<file path="config.mk">
export PLATFORM = sky130hd
export DESIGN_NAME = alu_issue_stage
export DESIGN_NICKNAME = d
export VERILOG_FILES = /design/src/rtl/alu_pkg.sv /design/src/rtl/alu_regfile.sv /design/src/rtl/alu_issue_stage.sv
export SDC_FILE = /design/constraint.sdc
export NUM_CORES = 1
export LEC_CHECK = 0
export BUFFER_PORTS_ARGS = -buffer_cell sky130_fd_sc_hd__buf_2
export CAP_MARGIN = 5
export CORE_UTILIZATION = 58
export DETAILED_ROUTE_END_ITERATION = 10
export PLACE_DENSITY = 0.8
export SLEW_MARGIN = 10
export SYNTH_ARGS = -nofsm -noshare
export SYNTH_HDL_FRONTEND = slang
export SYNTH_SLANG_ARGS = --single-unit
</file>
<file path="constraint.sdc">
create_clock -name clk -period 3.3 [get_ports clk]
set_input_delay 0.99 -clock clk [delete_from_list [all_inputs] [get_ports clk]]
set_output_delay 0.99 -clock clk [all_outputs]
set_load 0.1 [all_outputs]
</file>
<file path="src/rtl/alu_pkg.sv">
// Shared constants and the issue-register bundle for the ALU issue stage.
package alu_pkg;

    localparam int DW   = 16;
    localparam int NREG = 8;
    localparam int AW   = 3;
    localparam int OPW  = 3;
    localparam int FLW  = 5;

    localparam logic MODE_ARITH = 1'b0;
    localparam logic MODE_LOGIC = 1'b1;

    localparam int FLG_LT = 0;
    localparam int FLG_GT = 1;
    localparam int FLG_EQ = 2;
    localparam int FLG_ZB = 3;
    localparam int FLG_ZA = 4;

    typedef struct packed {
        logic [OPW-1:0] opcode;
        logic           mode;
        logic [AW-1:0]  rd;
        logic [DW-1:0]  a;
        logic [DW-1:0]  b;
    } iss_t;

endpackage

</file>
<file path="src/rtl/alu_regfile.sv">
// 8x16 register file: two async read ports, one write port, R0 reads zero.
module alu_regfile
    import alu_pkg::*;
(
    input  logic          clk,
    input  logic          rst_n,
    input  logic [AW-1:0] ra_addr,
    output logic [DW-1:0] ra_data,
    input  logic [AW-1:0] rb_addr,
    output logic [DW-1:0] rb_data,
    input  logic          we,
    input  logic [AW-1:0] wa,
    input  logic [DW-1:0] wd
);

    logic [DW-1:0] rf [NREG];

    always_ff @(posedge clk or negedge rst_n) begin
        if (!rst_n) begin
            for (int i = 0; i < NREG; i++) begin
                rf[i] <= '0;
            end
        end else if (we && (wa != '0)) begin
            rf[wa] <= wd;
        end
    end

    assign ra_data = (ra_addr == '0) ? '0 : rf[ra_addr];
    assign rb_data = (rb_addr == '0) ? '0 : rf[rb_addr];

endmodule

</file>
<file path="src/rtl/alu_issue_stage.sv">
// Operand issue stage: register file, busy scoreboard, registered ALU operands.
// Define ALU_ISSUE_BYPASS_EN to forward same-cycle writeback data to sources.
module alu_issue_stage
    import alu_pkg::*;
(
    input  logic           clk,
    input  logic           rst_n,
    input  logic           in_valid,
    output logic           in_ready,
    input  logic [OPW-1:0] in_opcode,
    input  logic           in_mode,
    input  logic [AW-1:0]  in_rd,
    input  logic [AW-1:0]  in_ra,
    input  logic [AW-1:0]  in_rb,
    input  logic           in_imm_sel,
    input  logic [DW-1:0]  in_imm,
    output logic           iss_valid,
    input  logic           iss_ready,
    output logic [DW-1:0]  a,
    output logic [DW-1:0]  b,
    output logic [OPW-1:0] opcode,
    output logic           mode,
    output logic [AW-1:0]  iss_rd,
    input  logic           wb_en,
    input  logic [AW-1:0]  wb_rd,
    input  logic [DW-1:0]  wb_data,
    input  logic [FLW-1:0] wb_flags,
    output logic [FLW-1:0] status
);

    logic [NREG-1:0] busy;
    logic [NREG-1:0] busy_nxt;
    logic            iss_valid_q;
    iss_t            iss_q;
    iss_t            iss_d;
    logic [FLW-1:0]  status_q;
    logic [DW-1:0]   rf_a;
    logic [DW-1:0]   rf_b;
    logic            fwd_a;
    logic            fwd_b;
    logic            haz_a;
    logic            haz_b;
    logic            haz_d;
    logic            hazard;
    logic            accept;

    alu_regfile u_rf (
        .clk     (clk),
        .rst_n   (rst_n),
        .ra_addr (in_ra),
        .ra_data (rf_a),
        .rb_addr (in_rb),
        .rb_data (rf_b),
        .we      (wb_en),
        .wa      (wb_rd),
        .wd      (wb_data)
    );

`ifdef ALU_ISSUE_BYPASS_EN
    // R0 is excluded: a writeback to R0 must never leak into a read.
    assign fwd_a = wb_en && (wb_rd == in_ra) && (in_ra != '0);
    assign fwd_b = wb_en && (wb_rd == in_rb) && (in_rb != '0);
`else
    assign fwd_a = 1'b0;
    assign fwd_b = 1'b0;
`endif

    always_comb begin
        haz_a  = (in_ra != '0) && busy[in_ra] && !fwd_a;
        haz_b  = !in_imm_sel && (in_rb != '0) && busy[in_rb] && !fwd_b;
        haz_d  = (in_rd != '0) && busy[in_rd];
        hazard = haz_a || haz_b || haz_d;
    end

    assign in_ready = (!iss_valid_q || iss_ready) && !hazard;
    assign accept   = in_valid && in_ready;

    always_comb begin
        iss_d        = iss_q;
        iss_d.opcode = in_opcode;
        iss_d.mode   = in_mode;
        iss_d.rd     = in_rd;
        iss_d.a      = fwd_a ? wb_data : rf_a;
        if (in_imm_sel) begin
            iss_d.b = in_imm;
        end else begin
            iss_d.b = fwd_b ? wb_data : rf_b;
        end
    end

    // Clear first so a same-edge set on the same bit wins.
    always_comb begin
        busy_nxt = busy;
        if (wb_en && (wb_rd != '0)) begin
            busy_nxt[wb_rd] = 1'b0;
        end
        if (accept && (in_rd != '0)) begin
            busy_nxt[in_rd] = 1'b1;
        end
        busy_nxt[0] = 1'b0;
    end

    always_ff @(posedge clk or negedge rst_n) begin
        if (!rst_n) begin
            busy        <= '0;
            iss_valid_q <= 1'b0;
            iss_q       <= '0;
            status_q    <= '0;
        end else begin
            busy <= busy_nxt;
            if (accept) begin
                iss_valid_q <= 1'b1;
                iss_q       <= iss_d;
            end else if (iss_ready) begin
                iss_valid_q <= 1'b0;
            end
            if (wb_en) begin
                status_q <= wb_flags;
            end
        end
    end

    assign iss_valid = iss_valid_q;
    assign a         = iss_q.a;
    assign b         = iss_q.b;
    assign opcode    = iss_q.opcode;
    assign mode      = iss_q.mode;
    assign iss_rd    = iss_q.rd;
    assign status    = status_q;

endmodule

</file>
# --- Yosys cells after proc, flatten, opt, wreduce, memory -nomap -nowiden ---
# Cells that the tools add are included.
classes:
  muxes: 26
  n_reduce_logical: 24
  order_cmp: 10
  n_bitwise: 6
ops:
  columns: ["operator", "count"]
  rows:
  - ["$bwmux W128", 1]
  - ["$mux W16", 8]
  - ["$bmux W16 S3", 2]
  - ["$demux W16 S3", 1]
  - ["$lt A3 B4 Y1 const B", 4]
  - ["$mux W8", 2]
  - ["$ge A4 B4 Y1 const B", 3]
  - ["$not A3 Y4", 3]
  - ["$reduce_bool A3 Y1", 4]
  - ["$logic_and A1 B1 Y1", 11]
  - ["$bmux W1 S3", 3]
  - ["$and A8 B8 Y8", 1]
  - ["$not A8 Y8", 1]
  - ["$or A8 B8 Y8", 1]
  - ["$mux W1", 7]
  - ["$demux W1 S3", 2]
  - ["$ge A3 B1 Y1 const B", 2]
  - ["$logic_not A3 Y1", 2]
  - ["$lt A4 B1 Y1 const B", 1]
  - ["$logic_not A1 Y1", 3]
  - ["$logic_or A1 B1 Y1", 3]
  - ["$reduce_bool A2 Y1", 1]
word_totals:
  input_bits: 59
  word_cells: 82
  regBits: 180
  output_inout_bits: 46

# --- Longest topological paths before layout ---
# Gate-level depths: netlist (run 1).
logic_depth:
  word_depth: 10
  ltp_mapped: 8
  ltp_nobuf: 5

# --- By module ---
# A second synthesis (run 1) with hierarchy kept.
unflattened:
  hier_cells: 633
  hier_area_um2: 8891.0
by_module_without_submodules:
  columns: ["module", "instances", "cells_each", "seq_area_each_um2", "area_each_um2"]
  rows:
  - ["alu_regfile", 1, 463, 2802.7, 6271.0]
  - ["alu_issue_stage", 1, 170, 1301.2, 2620.0]

# --- Least setup slack after synthesis (run 1) ---
# No wires, ideal clock.
synth_timing:
  path_type: "input port to output port"
  startpoint: "input port in_ra[1]"
  endpoint: "output port in_ready"
  cell_stages: 5
  arrival_time_ps: 3231
  required_time_ps: 2310
  path_slack_ps: -921
  path_cell_list: "buf_4 -> mux2_4 -> a221oi_2 -> o22ai_2 -> nor3_2"
synth_between:
  elab_chain_len: 7
synth_rtl:
  columns: ["item", "line_no", "source"]
  rows:
  - ["start, declared", "alu_issue_stage.sv:13", "input logic [AW-1:0] in_ra,"]
  - ["$bmux W1 S3", "alu_issue_stage.sv:69", "haz_a = (in_ra != '0) && busy[in_ra] && !fwd_a;"]
  - ["$mux W1 (implied by the code)", "alu_issue_stage.sv:69", null]
  - ["$logic_and A1 B1 Y1 *", "alu_issue_stage.sv:69", null]
  - ["$logic_or A1 B1 Y1 * (2 in a row)", "alu_issue_stage.sv:72", "hazard = haz_a || haz_b || haz_d;"]
  - ["$logic_not A1 Y1 *", "alu_issue_stage.sv:75", "assign in_ready = (!iss_valid_q || iss_ready) && !hazard;"]
  - ["$logic_and A1 B1 Y1 *", "alu_issue_stage.sv:75", null]
  - ["end, declared", "alu_issue_stage.sv:9", "output logic in_ready,"]
# Mark *: on every way between the ends. The rest lies on a longest branch, timed or not. The select of a mux whose other input is x is not followed.

# --- Final worst setup path (run 1) ---
# Same ends and word-level chain as after synthesis.

==> metrics.csv, run 1 <==
stage,metric,value,unit
setup_path,worstSetupPathDepth,6,
logic_synthesis,yosysSeqAreaShare,49.2,%
setup_path,cp-endpoint,in_ready,
final_layout,drive_above_1_share,45.7,%
timing,fin_crit_sh,98.7,%
flow_run,maxCapViolCount,0,
final_layout,final_cells,939,
route,drc_errors,0,
route,wl_per_cell,23.2,µm
logic_synthesis,ys_seq_elements,164,
setup_path,end_kind,primary output,
timing,final_max_slew_viol_count,0,
logic_synthesis,synthSimpleGateAreaFrac,4.05,%
final_layout,antenna_cells,0,
logic_synthesis,ys_types,41,
logic_synthesis,synth_top_family_by_area,multiplexers,
power_and_ir_drop,power_density,875,mW/mm²
cts,cts_tree,yes,
placement,gp_congestion,0.943,
cts,root_buffer,clkbuf_16,
timing,fmax,307,MHz
final_layout,fill_cells,938,
global_route,antenna_found_initial,0,
route,final_antenna_net_count,0,
route,drt_wl_total,21.8,mm
die,die_y,122,µm
cts,cts.sinks,164,
setup_path,crit_slowest_cell,mux2_4,
timing,fin_skew,0.00720,ns
global_route,grt_overflow_total,0,
power_and_ir_drop,swShare,43.9,%
die,die_w,122,µm
logic_synthesis,synth_cells,637,
setup_path,arrival,2.27,ns
placement,port-buffer-count,104,
die,core_area,0.0139,mm²
logic_synthesis,synth_area_leaders,"dfrtp_1 49%, mux2_2 20%, mux4_2 4.9%",
die,io_pins,105,
global_route,grt_pass1_wl,33.8,mm
logic_synthesis,synth-xor-area-share,0,%
setup_path,r2r_slack,0.77,ns
global_route,grt_max_degree,62,
setup_path,startpoint,in_ra[1],
logic_synthesis,syn_area_per_cell,13.1,µm²
placement,dp.cells,904,
logic_synthesis,syn-num-nets,696,
logic_synthesis,ys.flop_type,dfrtp_1,
setup_path,reg2reg_from,busy[1],
setup_path,r2r_end,a[4],
final_layout,nets,805,
setup_path,crit_family,compound AO/OA/AOI/OAI gates,
logic_synthesis,synth-compound-area-share,10.1,%
cts,numCtsBuffers,17,
placement,hpwl,13.3,mm
timing,finalHoldViolCount,0,
timing,post-route-min-period,3.26,ns
logic_synthesis,yosysWarnings,0,
logic_synthesis,synth-edff-count,0,
logic_synthesis,yosys.area.top_type,dfrtp_1,
power_and_ir_drop,clkPwrFrac,24.7,%
power_and_ir_drop,finalPower,0.00866,W
die,initial_utilization,59.8,%
logic_synthesis,netlist_area,0.00834,mm²
setup_path,required,2.31,ns
logic_synthesis,synthMuxAreaShare,33.0,%
setup_path,cp_num_buf_inv,2,
setup_path,criticalPathCategory,in -> out,
logic_synthesis,synthTopCellsByCount,"164 x dfrtp_1, 147 x mux2_2, 36 x mux2i_1, 29 x clkbuf_1, 27 x mux2_1",
timing,setup_viol,0,
worst_hold_path,min_path_type,reg -> reg,
power_and_ir_drop,power_frac_seq,34.7,%
setup_path,cp-start-kind,primary input,
route,via_count,6107,
cts,htree_levels,4,
cts,hold_buffers,0,
power_and_ir_drop,irDropWorstVdd,0.706,mV
cts,clockBufferDepth,2,
route,viasPerCell,6.50,
global_route,track_usage,31.0,%
power_and_ir_drop,comb_power_share,40.6,%
timing,slew_headroom,46.0,%
route,drt_first_pass_iters,5,
power_and_ir_drop,total_leakage_power,4.39,nW
power_and_ir_drop,p_sw,0.00380,W
cts,clkLatencyLatePin,0.43,ns
final_layout,synthToLayoutAreaGrowth,18.7,%
logic_synthesis,yosysTopAreaCellShare,49.2,%
power_and_ir_drop,p_int,0.00486,W
status,status,completed,
die,row_count,43,
setup_path,critPathMaxFanout,6,
logic_synthesis,async_flop_share,100,%
global_route,grt_pass1_vias,6334,
setup_path,cpPeakStageDelay,0.31,ns
setup_path,ff2ff_path_depth,7,
logic_synthesis,yosysMostFrequentCell,dfrtp_1,
cts,clk_pin_slew,0.06,ns
timing,worstMarginPinSlew,0.790,ns
logic_synthesis,synthAdderAreaFrac,0,%
route,drtIter0Drc,541,
die,die_area,0.0149,mm²
setup_path,cp_cell_sequence,buf_8 -> mux2_4 -> a221oi_4 -> o22ai_2 -> nor3_4 -> buf_12,
-- placed cells by master, fill, tap and decap left out, types with 17 or more instances in the layout --
cell type / n
buf_4: 31
mux2_2: 147
mux4_2: 18
mux2_1: 26
inv_1: 20
nor2_1: 19
clkbuf_16: 17
nand2_1: 22
buf_2: 98
dfrtp_1: 164
mux2i_1: 36
-- sequential cells by signal (all words and copies together), names as in the netlist --
register and count:
iss_valid 1, busy 7, a 16, status 5, iss_rd 3, u_rf.rf 112, opcode 3, mode 1
b 16
-- through the flow --
| stage | setup TNS (ns) | hold WS, ns | utilization (%) | setup slack (ns) | instance area, µm² |
|---|---|---|---|---|---|
| finish | 0 | 0.478 | 71.0 | 0.0435 | 9890 |
| global route | -0.00721 | 0.500 | 71.0 | -0.00721 | 9890 |
| CTS | -0.0117 | 0.483 | 70.8 | -0.0117 | 9860 |
| detailed placement | -0.0395 | 0.469 | 65.8 | -0.0395 | 9170 |
| global placement | 0 | 0.461 | 65.8 | 0.0250 | 9170 |
| floorplan | -0.361 | 0.491 | - | -0.361 | 8370 |
-- per-layer routing --
metal | vias up | GRT usage, % | share of wire (%)
met5 | - | 0 | 0
met4 | 0 | 14.8 | 3.0
met3 | 56 | 6.69 | 7.0
met2 | 307 | 50.0 | 49
met1 | 3129 | 39.7 | 41
li1 | 2615 | - | -
-- kinds of logic after synthesis --
family,after synthesis
mux,230
flops,164
compound gates,107
simple gates,68
buf+inv,68
-- worst reg2reg max path: cells and delay by family, from the launching register on --
family / cells / cell delay, ns
compound gates: 2 / 0.45
simple gates: 1 / 0.42
buf+inv: 2 / 0.42
flops: 1 / 0.44
mux: 2 / 0.68
-- layout make-up --
type | instances | area, µm² | area share [%]
flip-flops and latches | 164 | 4100 | 41.5
multi-input cells | 405 | 3980 | 40.2
repair buffers | 138 | 867 | 8.76
clock buffers | 20 | 467 | 4.72
well taps | 180 | 225 | 2.28
clock inverters | 12 | 175 | 1.77
inverters | 20 | 75.1 | 0.759
-- how the worst min path moves through the flow --
stage	startpoint	end	slack [ns]	cells after the start
floorplan	u_rf.rf[73]	u_rf.rf[73]	0.49	1
global placement	opcode[0]	opcode[0]	0.46	1
detailed placement	opcode[1]	opcode[1]	0.47	1
CTS	b[15]	b[15]	0.48	1
global route	a[0]	a[0]	0.50	1
finish	b[15]	b[15]	0.48	1
-- power by group through the flow --
stage	logic, W	clock network, W	registers, W
2_1_floorplan	0.00105	0	0.00471
3_3_place_gp	0.00341	0	0.00296
5_1_grt	0.00366	0.00225	0.00306
6_report	0.00352	0.00214	0.00300
3_5_place_dp	0.00348	0	0.00301
4_1_cts	0.00352	0.00215	0.00299
-- repair_timing --
action / in CTS / in global routing
setup endpoints to repair: 1 / 1
buffers inserted: 3 / 0
resized for setup: 5 / 10
pin swaps: 3 / 5
Power figures use the tool's default switching activity.
==> run 2: changes to the inputs <==
--- a/config.mk
+++ b/config.mk
@@ -7,6 +7,7 @@
 export LEC_CHECK = 0
 export BUFFER_PORTS_ARGS = -buffer_cell sky130_fd_sc_hd__buf_2
 export CAP_MARGIN = 5
+export CORE_ASPECT_RATIO = 0.6
 export CORE_UTILIZATION = 58
 export DETAILED_ROUTE_END_ITERATION = 10
 export PLACE_DENSITY = 0.8
==> run 2 against run 1 <==
Compared with the run above:
- cell count up 1.7%
- wire length up 2.6%
- total power down 0.86%
- fmax about the same
- largest cell class unchanged
- final area about the same
- non-clock buffer count up 4
- critical path type unchanged
- register-to-register slack worse by 0.09 ns
- die area up 0.11%
- sequential cell count unchanged
- setup slack better by 0.0028 ns
- worst hold slack better by 0.0023 ns
- global-route usage up 1.5 points
==> metrics.csv, run 2 (same netlist as run 1, synthesis figures left out) <==
stage,metric,value,unit,change
status,status,completed,,
global_route,grt_pass1_wl,35.6,mm,+5.3%
placement,gp_congestion,0.922,,-2.2%
global_route,antenna_found_initial,0,,unchanged
route,viasPerCell,6.46,,-0.63%
route,final_antenna_net_count,0,,unchanged
route,drt_first_pass_iters,5,,unchanged
cts,clkLatencyLatePin,0.43,ns,about the same
setup_path,crit_family,compound AO/OA/AOI/OAI gates,,
route,wl_per_cell,23.4,µm,+0.86%
cts,hold_buffers,0,,unchanged
die,die_w,157,µm,+29%
setup_path,cp_cell_sequence,buf_8 -> mux2_4 -> a221oi_4 -> o22ai_2 -> nor3_4 -> buf_12,,
setup_path,critPathMaxFanout,4,,-2
route,drt_wl_total,22.4,mm,+2.6%
die,die_area,0.0149,mm²,+0.11%
power_and_ir_drop,irDropWorstVdd,0.706,mV,about the same
final_layout,antenna_cells,0,,unchanged
route,via_count,6172,,+1.1%
global_route,grt_pass1_vias,6241,,-1.5%
timing,hold_slack,0.481,ns,+0.00233 ns
worst_hold_path,worstHoldPathCells,1,,unchanged
cts,cts.sinks,164,,unchanged
global_route,grt_max_degree,59,,-4.8%
timing,fin_ws,0.0463,ns,+0.00279 ns
final_layout,postLayoutCoreUtil,71.6,%,+0.57 points
placement,hpwl,13.5,mm,+1.7%
die,die_y,94.9,µm,-22%
setup_path,cp_num_buf_inv,2,,unchanged
global_route,track_usage,32.5,%,+1.5 points
setup_path,reg2reg_from,busy[1],,
placement,post-place-ws,-0.0232,ns,+0.0163 ns
power_and_ir_drop,total_leakage_power,4.39,nW,about the same
cts,htree_levels,4,,unchanged
die,io_pins,105,,unchanged
final_layout,nets,809,,+0.50%
die,core_area,0.0138,mm²,-0.74%
setup_path,crit_slowest_cell,mux2_4,,
die,row_count,33,,-23%
final_layout,final_cell_mix,"164 x dfrtp_1, 147 x mux2_2, 99 x buf_2",,
timing,setup_viol,0,,unchanged
final_layout,regMostFlops,u_rf.rf,,
cts,clockBufferDepth,2,,unchanged
timing,finalHoldViolCount,0,,unchanged
setup_path,r2r_end,a[6],,
die,initial_utilization,60.3,%,+0.44 points
cts,clk_pin_slew,0.06,ns,about the same
timing,worstMarginPinSlew,0.699,ns,-0.0908 ns
setup_path,end_kind,primary output,,
power_and_ir_drop,power_density,867,mW/mm²,-0.92%
placement,port-buffer-count,104,,unchanged
timing,fin_crit_sh,98.6,%,about the same
timing,rsz0062_at_grt,true,,
global_route,grt_overflow_total,0,,unchanged
final_layout,largest_reg_flops,112,,unchanged
setup_path,required,2.31,ns,about the same
flow_run,maxCapViolCount,0,,unchanged
cts,root_buffer,clkbuf_16,,
worst_hold_path,min_from,mode,,
setup_path,cpPeakStageDelay,0.31,ns,about the same
worst_hold_path,min_path_type,reg -> reg,,
timing,fmax,307,MHz,about the same
worst_hold_path,whs_endpoint,mode,,
final_layout,final_common_cell,dfrtp_1,,
cts,numCtsBuffers,17,,unchanged
timing,post-route-min-period,3.25,ns,-0.00279 ns
timing,final_max_slew_viol_count,0,,unchanged
cts,cts_tree,yes,,
setup_path,arrival,2.26,ns,about the same
route,drc_errors,0,,unchanged
timing,fin_skew,0.00904,ns,+0.00184 ns
timing,fin_tns_setup,0,ns,unchanged
setup_path,cp-start-kind,primary input,,
route,drtIter0Drc,560,,+3.5%
final_layout,synthToLayoutAreaGrowth,18.7,%,about the same
setup_path,ff2ff_path_depth,8,,+1
setup_path,r2r_slack,0.68,ns,-0.09 ns
setup_path,criticalPathCategory,in -> out,,
final_layout,drive_above_1_share,45.7,%,about the same
timing,slew_headroom,52.2,%,+6.2 points
-- run 2: changes by cell type in the layout (fill, tap and decap cells not counted), moves of 2 or more --
cell      delta
clkbuf_1     +2
buf_4        +3
clkinv_4     +2
clkinv_2     -2
-- run 2: worst max path at each step --
stage	slack [ns]	depth (start not counted)	to	from
after floorplan	-0.36	5	in_ready	in_rb[1]
after global placement	0.03	6	in_ready	in_rb[1]
after detailed placement	-0.02	6	in_ready	in_ra[1]
after CTS	-0.007	6	in_ready	in_ra[1]
after global routing	-0.03	6	in_ready	in_ra[1]
final	0.05	6	in_ready	in_ra[1]
-- run 2: per-layer routing --
metal  track usage [%]  vias up  share of wire (%)
met5                 0        -                  0
met4              11.8        0                1.8
met3              5.60       45                9.2
met2              48.7      350                 45
met1              47.6     3155                 44
li1                  -     2622                  -
-- run 2: stage by stage --
stage                     instance area (µm²)  std cells  total power (W)
after floorplan                          8370        637          0.00576
after global placement                   9230        920          0.00638
after detailed placement                 9230        920          0.00649
after CTS                                9890        955          0.00859
after global routing                     9900        955          0.00890
final                                    9900        955          0.00859
-- run 2: repair_timing --
| action | 4_1_cts | 5_1_grt |
|---|---|---|
| setup endpoints to repair | 1 | 1 |
| setup buffers | 3 | 0 |
| gates resized for setup | 4 | 7 |
| pin swaps | 3 | 5 |
-- run 2: area by class of cell --
| cell class | instances | area, µm² |
|---|---|---|
| clock inverters | 11 | 151 |
| flip-flops and latches | 164 | 4100 |
| well taps | 192 | 240 |
| clock buffers | 21 | 460 |
| fillers | 935 | 3930 |
| multi-input cells | 405 | 3970 |
| repair buffers | 142 | 900 |
| inverters | 20 | 75.1 |
-- run 2: where the power goes --
part | internal (W) | switching (W)
registers | 0.00258 | 0.000410
clock network | 0.00123 | 0.000841
logic | 0.000956 | 0.00256
==> run 3: changes to the inputs <==
--- a/config.mk
+++ b/config.mk
@@ -11,6 +11,7 @@
 export CORE_UTILIZATION = 58
 export DETAILED_ROUTE_END_ITERATION = 10
 export PLACE_DENSITY = 0.8
+export REMOVE_ABC_BUFFERS = 1
 export SLEW_MARGIN = 10
 export SYNTH_ARGS = -nofsm -noshare
 export SYNTH_HDL_FRONTEND = slang
==> run 3 against run 2 <==
Compared with the run above:
- wire length is 2.0% higher
- non-clock buffer count is 3 higher
- sequential power hardly changed
- critical endpoint unchanged
- clock-buffer cell count is 3 lower
- register-to-register slack better by 0.10 ns
- setup slack worse by 0.013 ns
- clock power is 6% higher
- critical path type unchanged
- sequential share of layout area is 0.21 points lower
- final area is 0.52% higher
- clock skew hardly changed
==> metrics.csv, run 3 (same netlist as run 1, synthesis figures left out) <==
stage,metric,value,unit,change
setup_path,cp-start-kind,primary input,,
global_route,antenna_found_initial,2,,+2
cts,htree_levels,4,,unchanged
final_layout,nets,812,,+0.37%
final_layout,final_cell_mix,"164 x dfrtp_1, 148 x mux2_2, 101 x buf_2",,
power_and_ir_drop,total_leakage_power,4.41,nW,+0.43%
route,viasPerCell,6.45,,-0.27%
die,initial_utilization,60.3,%,unchanged
final_layout,postLayoutCoreUtil,71.9,%,+0.37 points
final_layout,final_common_cell,dfrtp_1,,
cts,numCtsBuffers,17,,unchanged
global_route,grt_max_degree,54,,-8.5%
setup_path,required,2.31,ns,about the same
timing,rsz0062_at_grt,true,,
die,core_area,0.0138,mm²,unchanged
final_layout,synthToLayoutAreaGrowth,19.4,%,
timing,post-route-min-period,3.27,ns,+0.0126 ns
timing,fin_ws,0.0336,ns,-0.0126 ns
setup_path,cp_cell_sequence,buf_2 -> mux2_4 -> a221oi_4 -> o22ai_4 -> nor3_4 -> buf_12,,
cts,clockBufferDepth,2,,unchanged
global_route,grt_pass1_vias,6537,,+4.7%
timing,finalHoldViolCount,0,,unchanged
final_layout,final_area,0.00995,mm²,+0.52%
timing,final_max_slew_viol_count,0,,unchanged
cts,clkLatencyLatePin,0.43,ns,about the same
die,row_count,33,,unchanged
final_layout,final_cells,957,,+0.21%
timing,worstMarginPinSlew,0.843,ns,+0.144 ns
final_layout,fill_cells,915,,-2.1%
setup_path,arrival,2.28,ns,+0.02 ns
timing,fin_crit_sh,99.0,%,+0.38 points
worst_hold_path,min_path_type,reg -> reg,,
route,drt_first_pass_iters,6,,+1
power_and_ir_drop,power_density,878,mW/mm²,+1.2%
cts,root_buffer,clkbuf_16,,
die,die_w,157,µm,unchanged
cts,cts_tree,yes,,
timing,fin_skew,0.00886,ns,-0.000183 ns
global_route,grt_pass1_wl,35.7,mm,+0.33%
final_layout,drive_above_1_share,46.2,%,+0.46 points
cts,clk_pin_slew,0.07,ns,about the same
placement,hpwl,14.5,mm,+7.1%
route,drtIter0Drc,440,,-21%
die,die_area,0.0149,mm²,unchanged
placement,post-place-ws,-0.123,ns,-0.0994 ns
placement,gp_congestion,0.848,,-8.1%
route,drc_errors,0,,unchanged
timing,setup_viol,0,,unchanged
setup_path,cpPeakStageDelay,0.32,ns,about the same
placement,dp.cells,925,,+0.54%
final_layout,multi_input_area,0.00399,mm²,+0.54%
final_layout,largest_reg_flops,112,,unchanged
status,status,completed,,
setup_path,critPathMaxFanout,3,,-1
power_and_ir_drop,finalPower,0.00874,W,+1.8%
setup_path,crit_slowest_cell,a221oi_4,,
timing,fmax,306,MHz,-0.39%
placement,port-buffer-count,104,,unchanged
final_layout,regArea,0.00410,mm²,unchanged
timing,slew_headroom,42.3,%,-9.9 points
cts,cts.sinks,164,,unchanged
route,drt_wl_total,22.8,mm,+2.0%
placement,placed_cell_area,0.00924,mm²,about the same
global_route,track_usage,32.8,%,+0.35 points
route,wl_per_cell,23.9,µm,+1.8%
route,final_antenna_net_count,0,,unchanged
die,die_y,94.9,µm,unchanged
final_layout,regMostFlops,u_rf.rf,,
setup_path,end_kind,primary output,,
global_route,grt_overflow_total,0,,unchanged
setup_path,criticalPathCategory,in -> out,,
die,io_pins,105,,unchanged
power_and_ir_drop,irDropWorstVdd,0.648,mV,-8.1%
flow_run,maxCapViolCount,0,,unchanged
route,via_count,6168,,-0.065%
==> run 3: worst paths after layout <==
| path | endpoint | startpoint | slack [ns] | cells after the start |
|---|---|---|---|---|
| min reg2reg | iss_rd[0] | iss_rd[0] | 0.48 | 1 |
| min | iss_rd[0] | iss_rd[0] | 0.48 | 1 |
| max in group asynchronous | status[3] | rst_n | 2.10 | 2 |
| max | in_ready | in_rd[1] | 0.03 | 6 |
| max reg2reg | a[8] | busy[1] | 0.78 | 7 |
| min in group asynchronous | u_rf.rf[70] | rst_n | 0.52 | 1 |
==> run 3: through the flow <==
step | TNS (ns) | hold WS, ns
after global placement | -0.0457 | 0.462
after global routing | -0.0239 | 0.506
final | 0 | 0.483
after CTS | 0 | 0.487
after floorplan | -25.05 | 0.491
after detailed placement | -0.123 | 0.472
==> run 3: routing by layer <==
metal  track usage, %  wire [µm]
met5                0         11
met4             15.1        593
met3             8.90       2050
met2             53.4      10800
met1             41.3       9380
==> run 3: timing repair <==
item / CTS / global route
setup endpoints to repair: 1 / 1
hold buffers: 0 / 0
pin swaps: 3 / 2
gates resized for setup: 3 / 7
setup buffers: 1 / 0
==> run 3: cell type report <==
| type | count | area share [%] |
|---|---|---|
| Inverter | 20 | 0.754 |
| Sequential cell | 164 | 41.2 |
| Clock inverter | 12 | 2.07 |
| Timing Repair Buffer | 145 | 8.98 |
| Antenna cell | 1 | 0.0251 |
| Clock buffer | 18 | 4.41 |
| Tap cell | 192 | 2.41 |
| Multi-Input combinational cell | 405 | 40.1 |
==> run 3: worst max-delay path, delay by kind of cell <==
family / cells / cell delay (ns)
compound gates: 2 / 0.45
buf+inv: 2 / 0.32
mux: 1 / 0.31
simple gates: 1 / 0.18
==> run 3: power by group <==
part	leakage (nW)	switching (W)	internal (W)
Clock	0.300	0.000847	0.00136
Combinational	2.13	0.00257	0.000955
Sequential	1.98	0.000422	0.00258
Total	4.41	0.00384	0.00490
